--- src/rtl/reg_file_param.sv ---
// rtl/reg_file_param.sv - parametrised register file with bypass, zero register and soft clear
//
// Purpose:
//   DEPTH x DATA_W register file (DEPTH = 2**ADDR_W) with one synchronous write
//   port, two combinational read ports, optional write-to-read bypass, optional
//   hardwired zero register and a sequenced soft-clear engine.
//
// Ports:
//   clk       in   1       clock, rising edge
//   reset     in   1       synchronous, active-high
//   wr_en     in   1       write request
//   wr_addr   in   ADDR_W  write register index
//   wr_data   in   DATA_W  write data
//   rd1_addr  in   ADDR_W  read port 1 index
//   rd1_data  out  DATA_W  read port 1 data (combinational)
//   rd2_addr  in   ADDR_W  read port 2 index
//   rd2_data  out  DATA_W  read port 2 data (combinational)
//   clr_req   in   1       soft-clear request, sampled only in IDLE
//   busy      out  1       high while the soft clear is sweeping the array
//   wr_drop   out  1       one-cycle pulse: a write was discarded because busy
module reg_file_param #(
   parameter int DATA_W   = 8,
   parameter int ADDR_W   = 3,
   parameter int ZERO_REG = 0,
   parameter int BYPASS   = 1
) (
   input  logic              clk,
   input  logic              reset,
   input  logic              wr_en,
   input  logic [ADDR_W-1:0] wr_addr,
   input  logic [DATA_W-1:0] wr_data,
   input  logic [ADDR_W-1:0] rd1_addr,
   output logic [DATA_W-1:0] rd1_data,
   input  logic [ADDR_W-1:0] rd2_addr,
   output logic [DATA_W-1:0] rd2_data,
   input  logic              clr_req,
   output logic              busy,
   output logic              wr_drop
);

   localparam int                DEPTH    = 1 << ADDR_W;
   localparam logic [ADDR_W-1:0] LAST_IDX = ADDR_W'(DEPTH - 1);
   localparam logic [ADDR_W-1:0] IDX_ONE  = ADDR_W'(1);

   typedef enum logic {
      IDLE  = 1'b0,
      CLEAR = 1'b1
   } state_t;

   state_t            state;
   state_t            state_next;
   logic [ADDR_W-1:0] clr_idx;
   logic [ADDR_W-1:0] clr_idx_next;
   logic [DATA_W-1:0] regs [DEPTH];
   logic              wr_ok;

   // busy comes straight from the state flop, so it is a registered output.
   assign busy = (state == CLEAR);

   // Writes land only in IDLE; writes to a hardwired zero register vanish silently.
   assign wr_ok = wr_en && !busy && !((ZERO_REG != 0) && (wr_addr == '0));

   always_comb begin
      state_next   = state;
      clr_idx_next = clr_idx;
      case (state)
         IDLE: begin
            if (clr_req) begin
               state_next   = CLEAR;
               clr_idx_next = '0;
            end
         end
         CLEAR: begin
            // clr_req is deliberately ignored here: no restart, no extension.
            if (clr_idx == LAST_IDX) begin
               state_next   = IDLE;
               clr_idx_next = '0;
            end else begin
               clr_idx_next = clr_idx + IDX_ONE;
            end
         end
         default: begin
            state_next   = IDLE;
            clr_idx_next = '0;
         end
      endcase
   end

   always_ff @(posedge clk) begin
      if (reset) begin
         for (int i = 0; i < DEPTH; i++) begin
            regs[i] <= '0;
         end
         state   <= IDLE;
         clr_idx <= '0;
         wr_drop <= 1'b0;
      end else begin
         state   <= state_next;
         clr_idx <= clr_idx_next;
         wr_drop <= wr_en && busy;
         // wr_ok and busy are mutually exclusive, so at most one array write per edge.
         if (wr_ok) begin
            regs[wr_addr] <= wr_data;
         end
         if (busy) begin
            regs[clr_idx] <= '0;
         end
      end
   end

   // Zero register wins over bypass; dropped writes (busy) are never forwarded.
   function automatic logic [DATA_W-1:0] read_port(input logic [ADDR_W-1:0] addr);
      if ((ZERO_REG != 0) && (addr == '0)) begin
         return '0;
      end else if ((BYPASS != 0) && wr_en && !busy && (wr_addr == addr)) begin
         return wr_data;
      end else begin
         return regs[addr];
      end
   endfunction

   always_comb rd1_data = read_port(rd1_addr);
   always_comb rd2_data = read_port(rd2_addr);

endmodule
--- config.mk ---
export PLATFORM = sky130hd
export DESIGN_NAME = reg_file_param
export DESIGN_NICKNAME = d
export VERILOG_FILES = /design/src/rtl/reg_file_param.sv
export SDC_FILE = /design/constraint.sdc
export NUM_CORES = 1
export LEC_CHECK = 0
export ABC_CLOCK_PERIOD_IN_PS = 5920
export CAP_MARGIN = 25
export CELL_PAD_IN_SITES_DETAIL_PLACEMENT = 1
export CELL_PAD_IN_SITES_GLOBAL_PLACEMENT = 1
export CORE_MARGIN = 3
export CORE_UTILIZATION = 50
export CTS_CLUSTER_SIZE = 16
export DETAILED_ROUTE_END_ITERATION = 8
export PLACE_DENSITY = 0.94
export SKIP_CTS_REPAIR_TIMING = 1
export SKIP_LAST_GASP = 1
export SYNTH_ARGS = -nofsm -noshare
export SYNTH_HDL_FRONTEND = slang
export SYNTH_SLANG_ARGS = --single-unit
--- constraint.sdc ---
create_clock -name clk -period 5.92 [get_ports clk]
set_clock_uncertainty 0.1 [all_clocks]
set_input_delay 1.184 -clock clk [delete_from_list [all_inputs] [get_ports clk]]
set_output_delay 1.184 -clock clk [all_outputs]
set_load 0.05 [all_outputs]
==> Yosys cells after proc, flatten, opt, wreduce, memory -nomap -nowiden <==
Memory sizes are Yosys's and may differ from the RTL's.
Index checks and enable logic that the tools add are counted.
W data, S select, Z words.
{ "word_totals": {"ff_bits": 5, "mem_bits_rw": 64, "inputBits": 21, "word_cells": 39, "n_memories": 1} }
{ "mem_list": {"columns": ["name", "words", "width", "read_ports", "rd_clocked_by_memory_dff", "wr", "line_no", "source"], "rows": [
  ["regs", 8, 8, 2, 0, 8, "54", "logic [DATA_W-1:0] regs [DEPTH];"]
]} }
{ "op_classes": {"n_addsub": 1, "eq_ne": 4, "n_mux": 22, "n_bitwise": 1, "reduce_logical": 7} }
{ "op_table": {"columns": ["operator", "count"], "rows": [
  ["$mux W8", 4],
  ["$reduce_or A8 Y1", 2],
  ["$mux W1", 12],
  ["$mux W3", 4],
  ["$eq A3 B3 Y1", 2],
  ["$pmux W3 S2", 1],
  ["$logic_and A1 B1 Y1", 4],
  ["$add A3 B1 Y3 const B", 1],
  ["$eq A3 B3 Y1 const B", 1],
  ["$ne A2 B2 Y1 const B", 1],
  ["$pmux W1 S2", 1],
  ["$logic_not A1 Y1", 1],
  ["$not A1 Y1", 1]
]} }

==> Depth between registers and ports, before layout <==
{ "logic_depth": {"ltp_word": 8, "ltp_mapped": 6} }

==> Least setup slack after synthesis <==
No wires, ideal clock.
{ "synth_path": {"path_kind": "input to output", "startpoint": "input port rd1_addr[1]", "endpoint": "output port rd1_data[0]", "arrival_ns": 2.706, "required_time_ns": 4.636, "path_slack_ns": 1.930, "stages": 5, "path_cell_list": "clkbuf_1 -> clkbuf_1 -> mux4_1 -> mux2_2 -> mux2_2"} }
{ "synth_via": {"elab_chain_cells": 3, "word_cells_on_any_way": 4, "classes_between": "1 x eq/ne; 1 x mux; 1 x reduce/logical; 1 x memory"} }
{ "synth_rtl": {"columns": ["element", "line_no", "source"], "rows": [
  ["start, declared", "32", "input logic [ADDR_W-1:0] rd1_addr,"],
  ["parallel branches: the longest is 2 deep, another holds $mem_v2 Z8 W8", null, null],
  ["$mux W8 *", "115", "end else if ((BYPASS != 0) && wr_en && !busy && (wr_addr == addr)) begin"],
  ["end, declared", "33", "output logic [DATA_W-1:0] rd1_data,"]
]} }
Every way passes the cells marked *.

==> Final worst setup path <==
{ "layout_path": {"startpoint": "input port rd2_addr[1]", "endpoint": "output port rd2_data[4]"} }
{ "layout_via": {"elab_chain_cells": 3, "word_cells_on_any_way": 4, "classes_between": "1 x eq/ne; 1 x mux; 1 x reduce/logical; 1 x memory"} }
{ "layout_rtl": {"columns": ["element", "line_no", "source"], "rows": [
  ["start, declared", "34", "input logic [ADDR_W-1:0] rd2_addr,"],
  ["parallel branches: the longest is 2 deep, another holds $mem_v2 Z8 W8", null, null],
  ["$mux W8 *", "115", null],
  ["end, declared", "35", "output logic [DATA_W-1:0] rd2_data,"]
]} }
Marked as above.

==> results by stage <==
STA:
- The final number of max-transition violations is 0.
- For the pin with the worst max-slew slack, the measured transition is a little over 1000 ps.
- Subtracting the final worst setup slack from the clock period gives 5303 ps.
- The remaining max-slew budget at the tightest pin is 31.61%.
- Of the available clock period, the critical path in the final layout requires 89.57%.
- The final count of hold timing violations is 0.
- Setup repair after global routing left no endpoint under its margin.
- The final-report setup violation count is 0.
- The post-route worst setup slack is 617.4 ps.
- The upper clock frequency limit is roughly 190 MHz.
- In the final timing run, aggregate negative setup slack is 0 ps.

Yosys:
- The synthesized netlist contains 29 unique library cells.
- Summing the areas of all compound-gate instances in the mapped netlist gives 3.363% of the synthesized area.
- During synthesis, Yosys emitted a total of 0 warnings.
- The sequential fraction of the synthesis area is 49.40%.
- The simple-gate share of the synthesized area is between 10% and 20%.
- The primary flip-flop cell chosen by synthesis mapping is edfxtp_1.
- The area share of xor/xnor cells in the synthesized design is 1.284%.
- In the synthesized netlist, the number of instances is 281.
- After synthesis, the largest family of logic cells by area is multiplexers.
- Synthesis inferred 69 register bits.
- After Yosys synthesis, full adders, half adders and majority gates account for less than 1% of the synthesized area.
- A synthesized cell averages 14.56 um2.
- The share of synthesized area spent on multiplexers is 29.35%.
- Counting flops with an async set or reset pin after synthesis yields a share of 0%.
- The number of nets in the synthesized netlist is 304.
- After synthesis the cells add up to 4093 um2.
- The synthesized design contains 64 enable-type register cells.

Flow run:
- The tool flagged a number of max-cap violations equal to 0.

Floorplanning:
- The floorplan has 32 rows.
- The floorplan die height is about 96 um.
- Pin placement for this block handled 39 I/O pins.
- The floorplan step defined a core boundary enclosing 7848 um2.
- Measured along the x axis, the die boundary spans 96.47 um.
- Once the floorplan was initialized, standard cells occupied 52.15% of the core.
- The die covers between 9000 and 10000 um2.

Worst setup path:
- In this run the critical register-to-register path is captured at regs[6][5].
- STA classifies the critical path endpoint as a primary output.
- The cell with the most instances on the worst path is clkdlybuf4s50_1.
- In this run the worst path has a maximum fanout of 9.
- The setup path with the least slack is of type in -> out.
- The data arrival time at the worst-slack endpoint is between 4000 and 5000 ps.
- The startpoint of the worst-slack reg-to-reg timing path is busy.
- The required time of the critical path is 4640 ps.
- Measured in cells, the most critical reg-to-reg path has a length of 3.
- STA classifies the critical path startpoint as an input port.
- The slowest stage of the critical path is the clkdlybuf4s50_1 cell.
- The setup slack of the worst register-to-register path is 2580 ps.
- The signal on the critical path passes through clkdlybuf4s50_1 > buf_4 > xnor2_1 > nand4_1 > mux2_2 > clkdlybuf4s50_1.
- The peak per-stage delay on the critical path is 800 ps.

Clock network:
- Clock-pin slew was measured on the worst setup and hold paths at roughly 70 ps.
- The worst-skew pair later-pin latency is 340 ps.
- The number of buffers on the longest clock path is 2.
- The clock sink count is 69.
- Counting the buffers created by CTS gives 9.
- The clock tree synthesis step divided the H-tree into 3 levels.
- TritonCTS built the clock tree.
- CTS placed an instance of clkbuf_8 at the clock tree root.

Placement:
- The detailed placer's ending HPWL is 8.262 mm.
- In this run the tool buffered the top-level ports with 38 buffer cells.
- The final estimated routing congestion in global placement is 0.8369.
- The post-placement worst setup slack is 662.8 ps.
- The number of cells after detailed placement is 402.

Drt:
- After detailed routing, the average wire length per cell comes to 28.81 um.
- The detail route stage leaves a number of antenna-violating nets equal to 0.
- The post-detailed-route via-to-cell ratio is 6.672.
- Summed over all layers, the routed wires come to 12.04 mm.
- The remaining routing DRC violations is 0.
- The via count is 2789.
- The first detailed-routing pass took 5 iterations.
- The detailed router finished its first iteration with 328 violations.

Global route:
- The remaining global-route overflow is 0.
- The maximum number of pins on one net before global-route repair is 37.
- The number of antenna violations at the first check in global routing is 0.
- The first global-routing pass estimated about 18 mm of wire.
- The via count of the first global-routing pass is 2908.
- The total track usage is a little over a quarter.

Min path:
- The type of the worst min-delay path is reg -> reg.
- The worst hold path startpoint is clr_idx[0].
- The worst hold endpoint is clr_idx[0].
- The worst hold path passes through 2 cells.

Cells and area:
- The finished layout holds between 400 and 500 standard cells, fillers aside.
- The share of final-layout standard cells stronger than drive strength 1 is 18.67%.
- At the end of the flow, the number of nets in the layout was 334.
- The synthesis-to-layout area growth is 16.20%.
- The count of antenna diodes in the layout is 0.
- At the end of the flow the core is filled with cells to approximately 61%.
- In the layout the commonest cells are 64 x nor3_1, 64 x edfxtp_1, 38 x clkdlybuf4s50_1.

Power:
- The largest voltage drop on the vdd net is 0.1169 mV.
- The power per unit of standard cell area is between 200 and 300 nW/um2.
- The analysis attributes to cell leakage a power of 1.713 nW.
- Summing internal, switching and leakage power gives around 1.3 mW.

Outcome:
- The flow ran to the end, and the final reports show no timing, DRC or antenna violations.
[how the worst max path moves through the flow]
stage / start / cells past startpoint / to
detailed placement: rd2_addr[1] / 6 / rd2_data[4]
global route: rd2_addr[1] / 6 / rd2_data[5]
global placement: rd2_addr[1] / 6 / rd2_data[7]
floorplan: rd1_addr[1] / 5 / rd1_data[0]
finish: rd2_addr[1] / 6 / rd2_data[4]
CTS: rd2_addr[1] / 6 / rd2_data[4]
[synth_stat cells (all sizes together), types with 5 or more instances]
library cell  count  area, um2
buf              13      113.9
clkbuf           14      52.55
dfxtp             5      100.1
edfxtp           64       1922
mux2             32      360.4
mux4             32      840.8
nand2             9      33.78
nor2              5      18.77
nor3             64      320.3
o21bai            9      67.56
xnor2             6      52.55
[cell families (layout without fill, tap and decap cells)]
group / count (synthesis) / count (layout)
compound gates: 18 / 18
xor+xnor: 6 / 6
fa+ha+maj: 2 / 2
buf+inv: 31 / 66
flops: 69 / 69
mux: 64 / 64
simple gates: 91 / 91
[metal layers]
| layer | vias up | global-route usage (%) | routed length (um) |
|---|---|---|---|
| li1 | 1220 | - | - |
| met1 | 1402 | 35.48 | 5071 |
| met2 | 138 | 45.92 | 6044 |
| met3 | 29 | 4.725 | 649 |
| met4 | 0 | 8.879 | 276 |
| met5 | - | 0 | 0 |
[cell type report]
class                   instances  area [um2]
clock buffers                  11       151.4
fillers                       746        3092
inverters                       4       15.01
well taps                     102       127.6
clock inverters                 5       106.4
multi-input cells             181        1893
repair buffers                 46       440.4
flip-flops and latches         69        2022
[power by group]
group,total [mW],switching [mW],internal [mW]
sequential,0.574,0.0171,0.557
combinational,0.262,0.158,0.104
clock,0.492,0.188,0.304
total,1.33,0.363,0.965
[critical path, delay by kind of cell]
family | cells | cell delay, ps
AND/OR/NAND/NOR | 1 | 450
multiplexers | 1 | 390
buffers and inverters | 3 | 1850
XOR/XNOR | 1 | 140
[sequential cells by signal, indices dropped and copies added, names as in the netlist]
signal / cells
clr_idx: 3
busy: 1
regs: 64
wr_drop: 1
[metrics by stage]
step                hold slack (ps)  cell area, um2
detailed placement            548.4            4498
CTS                           561.6            4756
finish                        564.2            4756
floorplan                     416.5            4093
global placement              451.3            4498
global route                  584.0            4756
No activity file was read; power rests on OpenSTA's default activity.
